==> config.mk <==
export PLATFORM = sky130hd
export DESIGN_NAME = ga_issue_ctrl_flat
export DESIGN_NICKNAME = d
export VERILOG_FILES = /design/src/rtl/ga_issue_ctrl_if.sv /design/src/rtl/ga_issue_ctrl.sv /design/src/flat_wrapper.sv
export SDC_FILE = /design/constraint.sdc
export NUM_CORES = 1
export LEC_CHECK = 0
export ABC_AREA = 0
export BUFFER_PORTS_ARGS = -buffer_cell sky130_fd_sc_hd__buf_2
export CORE_ASPECT_RATIO = 0.6
export CORE_MARGIN = 5
export CORE_UTILIZATION = 35
export DETAILED_ROUTE_END_ITERATION = 16
export GPL_TIMING_DRIVEN = 0
export PLACE_DENSITY = 0.71
export REMOVE_ABC_BUFFERS = 1
export SKIP_CTS_REPAIR_TIMING = 1
export SLEW_MARGIN = 20
export SYNTH_ARGS = -nofsm -noshare
export SYNTH_HDL_FRONTEND = slang
export SYNTH_SLANG_ARGS = --single-unit
==> constraint.sdc <==
create_clock -name clk_i -period 1.75 [get_ports clk_i]
set_input_delay 0.175 -clock clk_i [delete_from_list [all_inputs] [get_ports clk_i]]
set_output_delay 0.175 -clock clk_i [all_outputs]
set_load 0.02 [all_outputs]
==> src/rtl/ga_issue_ctrl_if.sv <==
// Core-side, coprocessor-side and writeback signals of the GA issue controller.
// master = the issue controller, slave = the core/coprocessor environment.
interface ga_issue_ctrl_if;
  logic        core_valid_i;
  logic        core_ready_o;
  logic [3:0]  core_funct_i;
  logic [4:0]  core_rd_i;
  logic [31:0] core_op_a_i;
  logic [31:0] core_op_b_i;

  logic        ga_req_valid_o;
  logic [3:0]  ga_funct_o;
  logic [31:0] ga_op_a_o;
  logic [31:0] ga_op_b_o;
  logic [4:0]  ga_rd_o;
  logic        ga_busy_i;
  logic        ga_resp_valid_i;
  logic [31:0] ga_resp_result_i;
  logic        ga_resp_error_i;

  logic        wb_valid_o;
  logic [4:0]  wb_rd_o;
  logic [31:0] wb_data_o;
  logic        wb_error_o;
  logic        wb_ready_i;
  logic        flush_i;

  modport master (
    input  core_valid_i, core_funct_i, core_rd_i, core_op_a_i, core_op_b_i,
    input  ga_busy_i, ga_resp_valid_i, ga_resp_result_i, ga_resp_error_i,
    input  wb_ready_i, flush_i,
    output core_ready_o,
    output ga_req_valid_o, ga_funct_o, ga_op_a_o, ga_op_b_o, ga_rd_o,
    output wb_valid_o, wb_rd_o, wb_data_o, wb_error_o
  );

  modport slave (
    output core_valid_i, core_funct_i, core_rd_i, core_op_a_i, core_op_b_i,
    output ga_busy_i, ga_resp_valid_i, ga_resp_result_i, ga_resp_error_i,
    output wb_ready_i, flush_i,
    input  core_ready_o,
    input  ga_req_valid_o, ga_funct_o, ga_op_a_o, ga_op_b_o, ga_rd_o,
    input  wb_valid_o, wb_rd_o, wb_data_o, wb_error_o
  );
endinterface

==> src/rtl/ga_issue_ctrl.sv <==
// Single-outstanding GA instruction issue: accept -> request -> response/timeout -> writeback.
// Latency accept-to-wb_valid 3 cycles min; busy stalls ISSUE, wb_ready_i low holds WB, flush abandons.
module ga_issue_ctrl #(
  parameter int unsigned TimeoutCycles = 16
) (
  input  logic            clk_i,
  input  logic            rst_ni,
  ga_issue_ctrl_if.master io
);

  typedef enum logic [2:0] {
    IDLE  = 3'd0,
    ISSUE = 3'd1,
    WAIT  = 3'd2,
    DRAIN = 3'd3,
    WB    = 3'd4
  } state_e;

  localparam logic [7:0] CntLast = 8'(TimeoutCycles - 1);

  state_e      state_q, state_d;
  logic [7:0]  cnt_q, cnt_d;
  logic        core_ready_q, core_ready_d;
  logic [3:0]  funct_q, funct_d;
  logic [4:0]  rd_q, rd_d;
  logic [31:0] op_a_q, op_a_d;
  logic [31:0] op_b_q, op_b_d;
  logic [31:0] wb_data_q, wb_data_d;
  logic        wb_err_q, wb_err_d;
  logic        req_vld;
  logic        accept;
  logic        timeout;

  assign accept  = (state_q == IDLE) && core_ready_q && io.core_valid_i && !io.flush_i;
  assign timeout = (cnt_q == CntLast);

  always_comb begin
    state_d   = state_q;
    cnt_d     = cnt_q;
    funct_d   = funct_q;
    rd_d      = rd_q;
    op_a_d    = op_a_q;
    op_b_d    = op_b_q;
    wb_data_d = wb_data_q;
    wb_err_d  = wb_err_q;
    req_vld   = 1'b0;

    case (state_q)
      IDLE: begin
        if (accept) begin
          funct_d = io.core_funct_i;
          rd_d    = io.core_rd_i;
          op_a_d  = io.core_op_a_i;
          op_b_d  = io.core_op_b_i;
          state_d = ISSUE;
        end
      end
      ISSUE: begin
        if (io.flush_i) begin
          state_d = IDLE;
        end else if (!io.ga_busy_i) begin
          req_vld = 1'b1;
          cnt_d   = 8'd0;
          state_d = WAIT;
        end
      end
      WAIT: begin
        // A flush coinciding with the ending event has nothing left to drain.
        if (io.flush_i) begin
          if (io.ga_resp_valid_i || timeout) begin
            state_d = IDLE;
          end else begin
            cnt_d   = cnt_q + 8'd1;
            state_d = DRAIN;
          end
        end else if (io.ga_resp_valid_i) begin
          wb_data_d = io.ga_resp_result_i;
          wb_err_d  = io.ga_resp_error_i;
          state_d   = WB;
        end else if (timeout) begin
          wb_data_d = 32'd0;
          wb_err_d  = 1'b1;
          state_d   = WB;
        end else begin
          cnt_d = cnt_q + 8'd1;
        end
      end
      DRAIN: begin
        if (io.ga_resp_valid_i || timeout) begin
          state_d = IDLE;
        end else begin
          cnt_d = cnt_q + 8'd1;
        end
      end
      WB: begin
        if (io.flush_i || io.wb_ready_i) begin
          state_d = IDLE;
        end
      end
      default: begin
        state_d = IDLE;
      end
    endcase

    core_ready_d = (state_d == IDLE);
  end

  always_ff @(posedge clk_i or negedge rst_ni) begin
    if (!rst_ni) begin
      state_q      <= IDLE;
      cnt_q        <= 8'd0;
      core_ready_q <= 1'b0;
      funct_q      <= 4'd0;
      rd_q         <= 5'd0;
      op_a_q       <= 32'd0;
      op_b_q       <= 32'd0;
      wb_data_q    <= 32'd0;
      wb_err_q     <= 1'b0;
    end else begin
      state_q      <= state_d;
      cnt_q        <= cnt_d;
      core_ready_q <= core_ready_d;
      funct_q      <= funct_d;
      rd_q         <= rd_d;
      op_a_q       <= op_a_d;
      op_b_q       <= op_b_d;
      wb_data_q    <= wb_data_d;
      wb_err_q     <= wb_err_d;
    end
  end

  assign io.core_ready_o   = core_ready_q;
  assign io.ga_req_valid_o = req_vld;
  assign io.ga_funct_o     = funct_q;
  assign io.ga_op_a_o      = op_a_q;
  assign io.ga_op_b_o      = op_b_q;
  assign io.ga_rd_o        = rd_q;
  assign io.wb_valid_o     = (state_q == WB);
  assign io.wb_rd_o        = rd_q;
  assign io.wb_data_o      = wb_data_q;
  assign io.wb_error_o     = wb_err_q;

endmodule

==> src/flat_wrapper.sv <==
// flat-port wrapper written by rule: the top's interface ports become plain ports
module ga_issue_ctrl_flat 
#(
  parameter int unsigned TimeoutCycles = 16
)
  (clk_i, rst_ni, io_core_valid_i, io_core_funct_i, io_core_rd_i, io_core_op_a_i, io_core_op_b_i, io_ga_busy_i, io_ga_resp_valid_i, io_ga_resp_result_i, io_ga_resp_error_i, io_wb_ready_i, io_flush_i, io_core_ready_o, io_ga_req_valid_o, io_ga_funct_o, io_ga_op_a_o, io_ga_op_b_o, io_ga_rd_o, io_wb_valid_o, io_wb_rd_o, io_wb_data_o, io_wb_error_o);
  ga_issue_ctrl_if io_i ();
  input  logic clk_i;
  input  logic rst_ni;
  input wire logic [$bits(io_i.core_valid_i)-1:0] io_core_valid_i;
  input wire logic [$bits(io_i.core_funct_i)-1:0] io_core_funct_i;
  input wire logic [$bits(io_i.core_rd_i)-1:0] io_core_rd_i;
  input wire logic [$bits(io_i.core_op_a_i)-1:0] io_core_op_a_i;
  input wire logic [$bits(io_i.core_op_b_i)-1:0] io_core_op_b_i;
  input wire logic [$bits(io_i.ga_busy_i)-1:0] io_ga_busy_i;
  input wire logic [$bits(io_i.ga_resp_valid_i)-1:0] io_ga_resp_valid_i;
  input wire logic [$bits(io_i.ga_resp_result_i)-1:0] io_ga_resp_result_i;
  input wire logic [$bits(io_i.ga_resp_error_i)-1:0] io_ga_resp_error_i;
  input wire logic [$bits(io_i.wb_ready_i)-1:0] io_wb_ready_i;
  input wire logic [$bits(io_i.flush_i)-1:0] io_flush_i;
  output wire logic [$bits(io_i.core_ready_o)-1:0] io_core_ready_o;
  output wire logic [$bits(io_i.ga_req_valid_o)-1:0] io_ga_req_valid_o;
  output wire logic [$bits(io_i.ga_funct_o)-1:0] io_ga_funct_o;
  output wire logic [$bits(io_i.ga_op_a_o)-1:0] io_ga_op_a_o;
  output wire logic [$bits(io_i.ga_op_b_o)-1:0] io_ga_op_b_o;
  output wire logic [$bits(io_i.ga_rd_o)-1:0] io_ga_rd_o;
  output wire logic [$bits(io_i.wb_valid_o)-1:0] io_wb_valid_o;
  output wire logic [$bits(io_i.wb_rd_o)-1:0] io_wb_rd_o;
  output wire logic [$bits(io_i.wb_data_o)-1:0] io_wb_data_o;
  output wire logic [$bits(io_i.wb_error_o)-1:0] io_wb_error_o;
  assign io_i.core_valid_i = io_core_valid_i;
  assign io_i.core_funct_i = io_core_funct_i;
  assign io_i.core_rd_i = io_core_rd_i;
  assign io_i.core_op_a_i = io_core_op_a_i;
  assign io_i.core_op_b_i = io_core_op_b_i;
  assign io_i.ga_busy_i = io_ga_busy_i;
  assign io_i.ga_resp_valid_i = io_ga_resp_valid_i;
  assign io_i.ga_resp_result_i = io_ga_resp_result_i;
  assign io_i.ga_resp_error_i = io_ga_resp_error_i;
  assign io_i.wb_ready_i = io_wb_ready_i;
  assign io_i.flush_i = io_flush_i;
  assign io_core_ready_o = io_i.core_ready_o;
  assign io_ga_req_valid_o = io_i.ga_req_valid_o;
  assign io_ga_funct_o = io_i.ga_funct_o;
  assign io_ga_op_a_o = io_i.ga_op_a_o;
  assign io_ga_op_b_o = io_i.ga_op_b_o;
  assign io_ga_rd_o = io_i.ga_rd_o;
  assign io_wb_valid_o = io_i.wb_valid_o;
  assign io_wb_rd_o = io_i.wb_rd_o;
  assign io_wb_data_o = io_i.wb_data_o;
  assign io_wb_error_o = io_i.wb_error_o;
  ga_issue_ctrl #(.TimeoutCycles(TimeoutCycles)) u_core (.clk_i(clk_i), .rst_ni(rst_ni), .io(io_i));
endmodule
## After elaboration in Yosys (flattened, before gate mapping)

Cells that the tools add are included.

- Eq/ne operators: 9
- Reduce and logical (&&, ||, !) cells: 13
- Bitwise gates (word level): 1
- Add/sub/neg operators: 1
- Multiplexer cells: 24

Operator list:

| operator | count |
|---|---|
| 2-to-1 mux 32 bit | 2 |
| 2-to-1 mux 8 bit | 6 |
| 2-to-1 mux 3 bit | 8 |
| one-hot mux 8 bit (3 select lines) | 1 |
| one-hot mux 3 bit (5 select lines) | 1 |
| adder 8 x 1 -> 8 bit (second input constant) | 1 |
| == test 8 x 4 -> 1 bit (second input constant) | 1 |
| == test 3 x 2 -> 1 bit (second input constant) | 2 |
| zero test 3 bit | 2 |
| inequality test 3 bit (second input constant) | 2 |
| 2-to-1 mux 1 bit | 5 |
| AND reduction 5 bit | 1 |
| inequality test 2 bit (second input constant) | 2 |
| == test 3 x 1 -> 1 bit (second input constant) | 1 |
| == test 3 bit (second input constant) | 1 |
| logical AND 1 bit | 3 |
| AND reduction 3 bit | 1 |
| nonzero test 3 bit | 1 |
| logical OR 1 bit | 2 |
| 2-to-1 mux 2 bit | 1 |
| AND reduction 2 bit | 1 |
| nonzero test 2 bit | 1 |
| zero test 1 bit | 1 |
| inverter 1 bit | 1 |

- Bits of input ports: 113
- Logic and storage cells: 57
- Register bits: 118

## Depth between registers and ports, before layout

- Depth after elaboration: 7
- Mapped depth: 7
- Mapped depth without buffers: 5

## Worst setup path after synthesis

Ideal clock, no wire load.

- Kind: reg2reg
- Start point: register u_core.cnt_q[0]
- End point: register u_core.cnt_q[6]
- Data arrival time: 1.539 ns
- Slack: 0.080 ns
- Data required time: 1.618 ns
- Cell stages (with the launch flop): 7
- Period minus slack after synthesis: 1.670 ns
- Path buffers: 1
- Cell sequence: dfrtp_1 > ha_1 > and3_1 > clkbuf_2 > a21o_4 > a311oi_1 > a21oi_1

- Word-level cells in the longest chain between the ends: 5
- Elaborated cells between the ends (all ways): 10

RTL lines:

| what | line | text |
|---|---|---|
| start, declared | ga_issue_ctrl.sv:22 | `logic [7:0] cnt_q, cnt_d;` |
| start signal, assigned | ga_issue_ctrl.sv:121 | `cnt_q <= cnt_d;` |
| adder 8 x 1 -> 8 bit / == test 8 x 4 -> 1 bit (equally long branches) | -- |  |
| 2-to-1 mux 8 bit / logical OR 1 bit (equally long branches) | ga_issue_ctrl.sv:80, ga_issue_ctrl.sv:70, ga_issue_ctrl.sv:89 |  |
| 2-to-1 mux 8 bit (on tied branches) | ga_issue_ctrl.sv:76, ga_issue_ctrl.sv:70, ga_issue_ctrl.sv:89 |  |
| 2-to-1 mux 8 bit | ga_issue_ctrl.sv:69 | `if (io.flush_i) begin` |
| one-hot mux 8 bit (3 select lines) | ga_issue_ctrl.sv:48 | `case (state_q)` |

Parallel ways exist; a longest one is shown, timed or not. The select of a mux whose other input is x is not followed.
A chain may end at the register's enable or synchronous reset.

## Worst setup path after layout

- Start point: register u_core.state_q[1]
- End point: register u_core.op_b_q[4] (netlist: u_core.io.ga_op_b_o[4])

- Word-level cells in the longest chain between the ends: 5

RTL lines:

| what | line | text |
|---|---|---|
| start, declared | ga_issue_ctrl.sv:21 | `state_e state_q, state_d;` |
| start signal, assigned | ga_issue_ctrl.sv:120 | `state_q <= state_d;` |
| zero test 3 bit * | ga_issue_ctrl.sv:34, ga_issue_ctrl.sv:48 |  |
| logical AND 1 bit (3 in series) | ga_issue_ctrl.sv:34 | `assign accept = (state_q == IDLE) && core_ready_q && io.core_valid_i && !io.flush_i;` |
| AND reduction 2 bit (no line) * | -- |  |
| end signal, assigned | ga_issue_ctrl.sv:126 | `op_b_q <= op_b_d;` |
| end, declared | ga_issue_ctrl.sv:27 | `logic [31:0] op_b_q, op_b_d;` |

Every way passes the cells marked *; elsewhere a longest branch is shown, timed or not.

==> summary.md <==
| Metric | Value |
|---|---|
| H-tree Lvls | 4 |
| Critical R2R Capture | u_core.io.ga_op_b_o[4]$_DFFE_PN0P_ |
| Iteration-0 DRC count of the detailed router | roughly 320 |
| FP Rows | 33 |
| Critical path launch point type | flop |
| CTS tree | yes |
| Fin cells | 789 |
| Max cap viols | 0 |
| Post-synthesis simple-gate area fraction | 4.633% |
| CP endpoint | u_core.io.ga_op_b_o[4]$_DFFE_PN0P_ |
| Post-synth EDFFs | 0 |
| Asr flop ratio synth | 100.0% |
| Placed Cells | 690 |
| Min Hold Slack | -0.003436 ns |
| Max stage delay cell, worst path | dfrtp_2 |
| Ys flop type | dfrtp_1 |
| Clock Pin Slew Worst Setup and Hold Paths | approximately 0.05 ns |
| Fraction of layout cells with a size suffix above 1 | about three fifths |
| Final wirelength | ~15 mm |
| Post-layout minimum cycle time | ~1.8 ns |
| Worst VDD drop | 805.0 uV |
| Die area | 16340 sq um |
| Initial Util | 35.59% |
| Vias | 3827 |
| Syn. warnings | 0 |
| Worst Setup SP | u_core.state_q[1]$_DFF_PN0_ |
| Seq. cell area | 2955 sq um |
| Chip Height | 101.0 um |
| Fmax | 0.5635 GHz |
| Gr ovfl total | 0 |
| P per Cell Area | 1914 nW/um^2 |
| Period utilisation layout | 101.4% |
| Final GP Congestion | 0.7961 |
| Largest net degree at the start of global routing | 65 |
| Total CTS buffers | 17 |
| Synth Register Bits | 118 |
| PnR Total Power | around 14000 uW |
| RSZ-0062 raised after global routing | true |
| Total clock sinks | 118 |
| Post-DP HPWL | 8.644 mm |
| Pins Over Slew Limit | 0 |
| Worst hold path type | in2reg |
| CTS root buf | clkbuf_16 |
| Ant diodes | 0 |
| Multi-input gate area | 1893 sq um |
| Cell Area, Synth | ~4800 sq um |
| Origin of the critical flop-to-flop path | u_core.state_q[1]$_DFF_PN0_ |
| Area delta synth->final | 56.60% |
| R2R depth | 4 |
| Final hold vios | 1 |
| Post-layout worst setup margin | -0.02475 ns |
| Commonest non-fill, non-tap cell in the layout | buf_2 |
| CP arrival | ~2.1 ns |
| Design area | 7571 sq um |
| Most frequent cells in the layout | buf_2, dfrtp_1, mux2_4 |
| Core area | roughly 14000 sq um |
| DRC | 0 |
| Synth unique cells | 38 |
| Fillers | 1089 |
| Largest stage delay on the critical path | 0.45 ns |
| Failing checks | hold timing, setup timing |
| Slew HR | 65.10% |
| Grt met2 use | a little under a quarter |
| Clk Latency, worst-skew pair | 0.40 ns |
| Port bufs | 226 |
| First-pass GRT wire length | 19.31 mm |
| Cells after Synth | about 310 |
| Worst-margin pin slew | 0.5222 ns |
| Xor and xnor area share after synthesis | 0% |
| GRT Max-Usage Layer | met2 |
| Initial antenna violation count | 0 |
| Post-synthesis compound-gate area fraction | 9.161% |
| R2r setup slk | -0.02 ns |
| Critical Path End Type | flop |
| Routed wire per std cell | 18.56 um |
| Setup_tns | -0.09971 ns |
| GRT Overall Usage | 14.79% |
| Max Root-Sink Buffers | 2 |
| Via/cell ratio | around 4.9 |
| Worst EP required | 2.03 ns |
| Register area share after synthesis | 61.08% |
| Syn_area_per_cell | 15.55 sq um |
| Outcome | finished with violations |
| ANT nets after route | 0 |
| # setup viols final | 11 |
| DRT Pass-1 Iters | 4 |
| Post-Synth Adder-Cell Area | 0.2588% |
| Mux contribution to synthesized area | 20.94% |
| Nets | 715 |
| Largest family of logic cells by synthesized area | multiplexers |
| CP Max Fanout | 6 |
| DP Area | between 6000 and 7000 sq um |
| Grt met1 use | approximately a fifth |
| Setup CP Type | reg2reg |
| Ports | 227 |
| Lkg Pwr | 0.003839 uW |
| Die X | 161.7 um |
| GR Util met3 | between 4 and 5% |
| Skew final | 0.007309 ns |
| Vias in the first global route | 3670 |
| Cells along the critical path | nor4_4 -> buf_6 -> nand3_2 -> mux2_4 |
==> how the worst min path moves through the flow <==
stage	startpoint	slack (ns)	depth (start not counted)	to
global placement	io_ga_resp_result_i[9]	0.39	2	u_core.io.wb_data_o[9]$_DFFE_PN0P_
finish	io_ga_resp_result_i[13]	-0.003	2	u_core.io.wb_data_o[13]$_DFFE_PN0P_
global route	io_core_op_b_i[24]	-0.003	2	u_core.io.ga_op_b_o[24]$_DFFE_PN0P_
CTS	rst_ni	-0.26	1	u_core.io.ga_op_b_o[19]$_DFFE_PN0P_
detailed placement	rst_ni	0.18	1	u_core.io.ga_op_b_o[19]$_DFFE_PN0P_
floorplan	rst_ni	-0.12	0	u_core.cnt_q[0]$_DFFE_PN0P_
==> state kept, by name, summed over array words and instances, names as in the netlist <==
name / cells
u_core.io.core_ready_o: 1
u_core.io.wb_error_o: 1
u_core.io.ga_op_a_o: 32
u_core.io.ga_rd_o: 5
u_core.io.ga_op_b_o: 32
u_core.io.ga_funct_o: 4
u_core.state_q: 3
u_core.io.wb_data_o: 32
u_core.cnt_q: 8
==> routing by layer <==
metal / vias up / wire, um / share of wire [%]
met2: 184 / 6705 / 46
met1: 1869 / 6566 / 45
met5: - / 0 / 0
met4: 0 / 219 / 1.5
li1: 1751 / - / -
met3: 23 / 1154 / 7.9
==> cell families (layout without fill, tap and decap cells) <==
| logic type | after synthesis | after routing |
|---|---|---|
| AO/OA/AOI/OAI | 56 | 56 |
| adder cells (fa/ha/maj) | 1 | 1 |
| buffers and inverters | 26 | 320 |
| flip-flops | 118 | 118 |
| multiplexers | 74 | 74 |
| AND/OR/NAND/NOR | 36 | 45 |
==> report_power, final <==
| group | switching [uW] | total [uW] | internal (uW) |
|---|---|---|---|
| Combinational | 3140 | 5780 | 2650 |
| Clock | 1280 | 3860 | 2580 |
| Sequential | 797 | 4840 | 4050 |
==> critical path, delay by kind of cell (launching register included) <==
| family | cells | cell delay, ns |
|---|---|---|
| multiplexers | 1 | 0.38 |
| buffers and inverters | 1 | 0.20 |
| AND/OR/NAND/NOR | 2 | 0.62 |
| flip-flops | 1 | 0.45 |
==> through the flow <==
stage	utilization [%]	worst slack (ns)
after floorplan	-	-2.445
after global placement	44.18	-3.358
after detailed placement	44.67	-0.7718
after CTS	49.55	-0.7839
after global routing	55.73	-0.08476
final	55.73	-0.02475
==> Yosys cell counts (2+ instances only) <==
cell	instances	share of area, %
and3_1	4	0.52
nand3_1	5	0.52
dfrtp_1	118	61
buf_6	8	1.9
nor2_1	4	0.31
inv_1	2	0.16
clkbuf_1	2	0.16
mux2_4	48	15
buf_2	6	0.62
o211ai_1	3	0.47
o21ai_0	3	0.31
a21oi_1	6	0.62
nor2b_1	3	0.39
a211o_1	2	0.36
nor3b_1	2	0.31
nand2_1	7	0.54
a22o_1	32	5.8
nor4b_1	2	0.36
a31oi_1	3	0.39
nor4_1	2	0.26
nor3_1	2	0.21
mux2_2	25	5.8
clkbuf_2	2	0.21
buf_4	6	0.93
==> layout make-up <==
class                   count  share of cell area [%]
clock buffers              18                   5.801
clock inverters            14                   2.958
inverters                   2                 0.09916
multi-input cells         176                   25.00
flip-flops and latches    118                   39.03
well taps                 175                   2.892
repair buffers            286                   24.21
(Power assumes the default switching activity.)
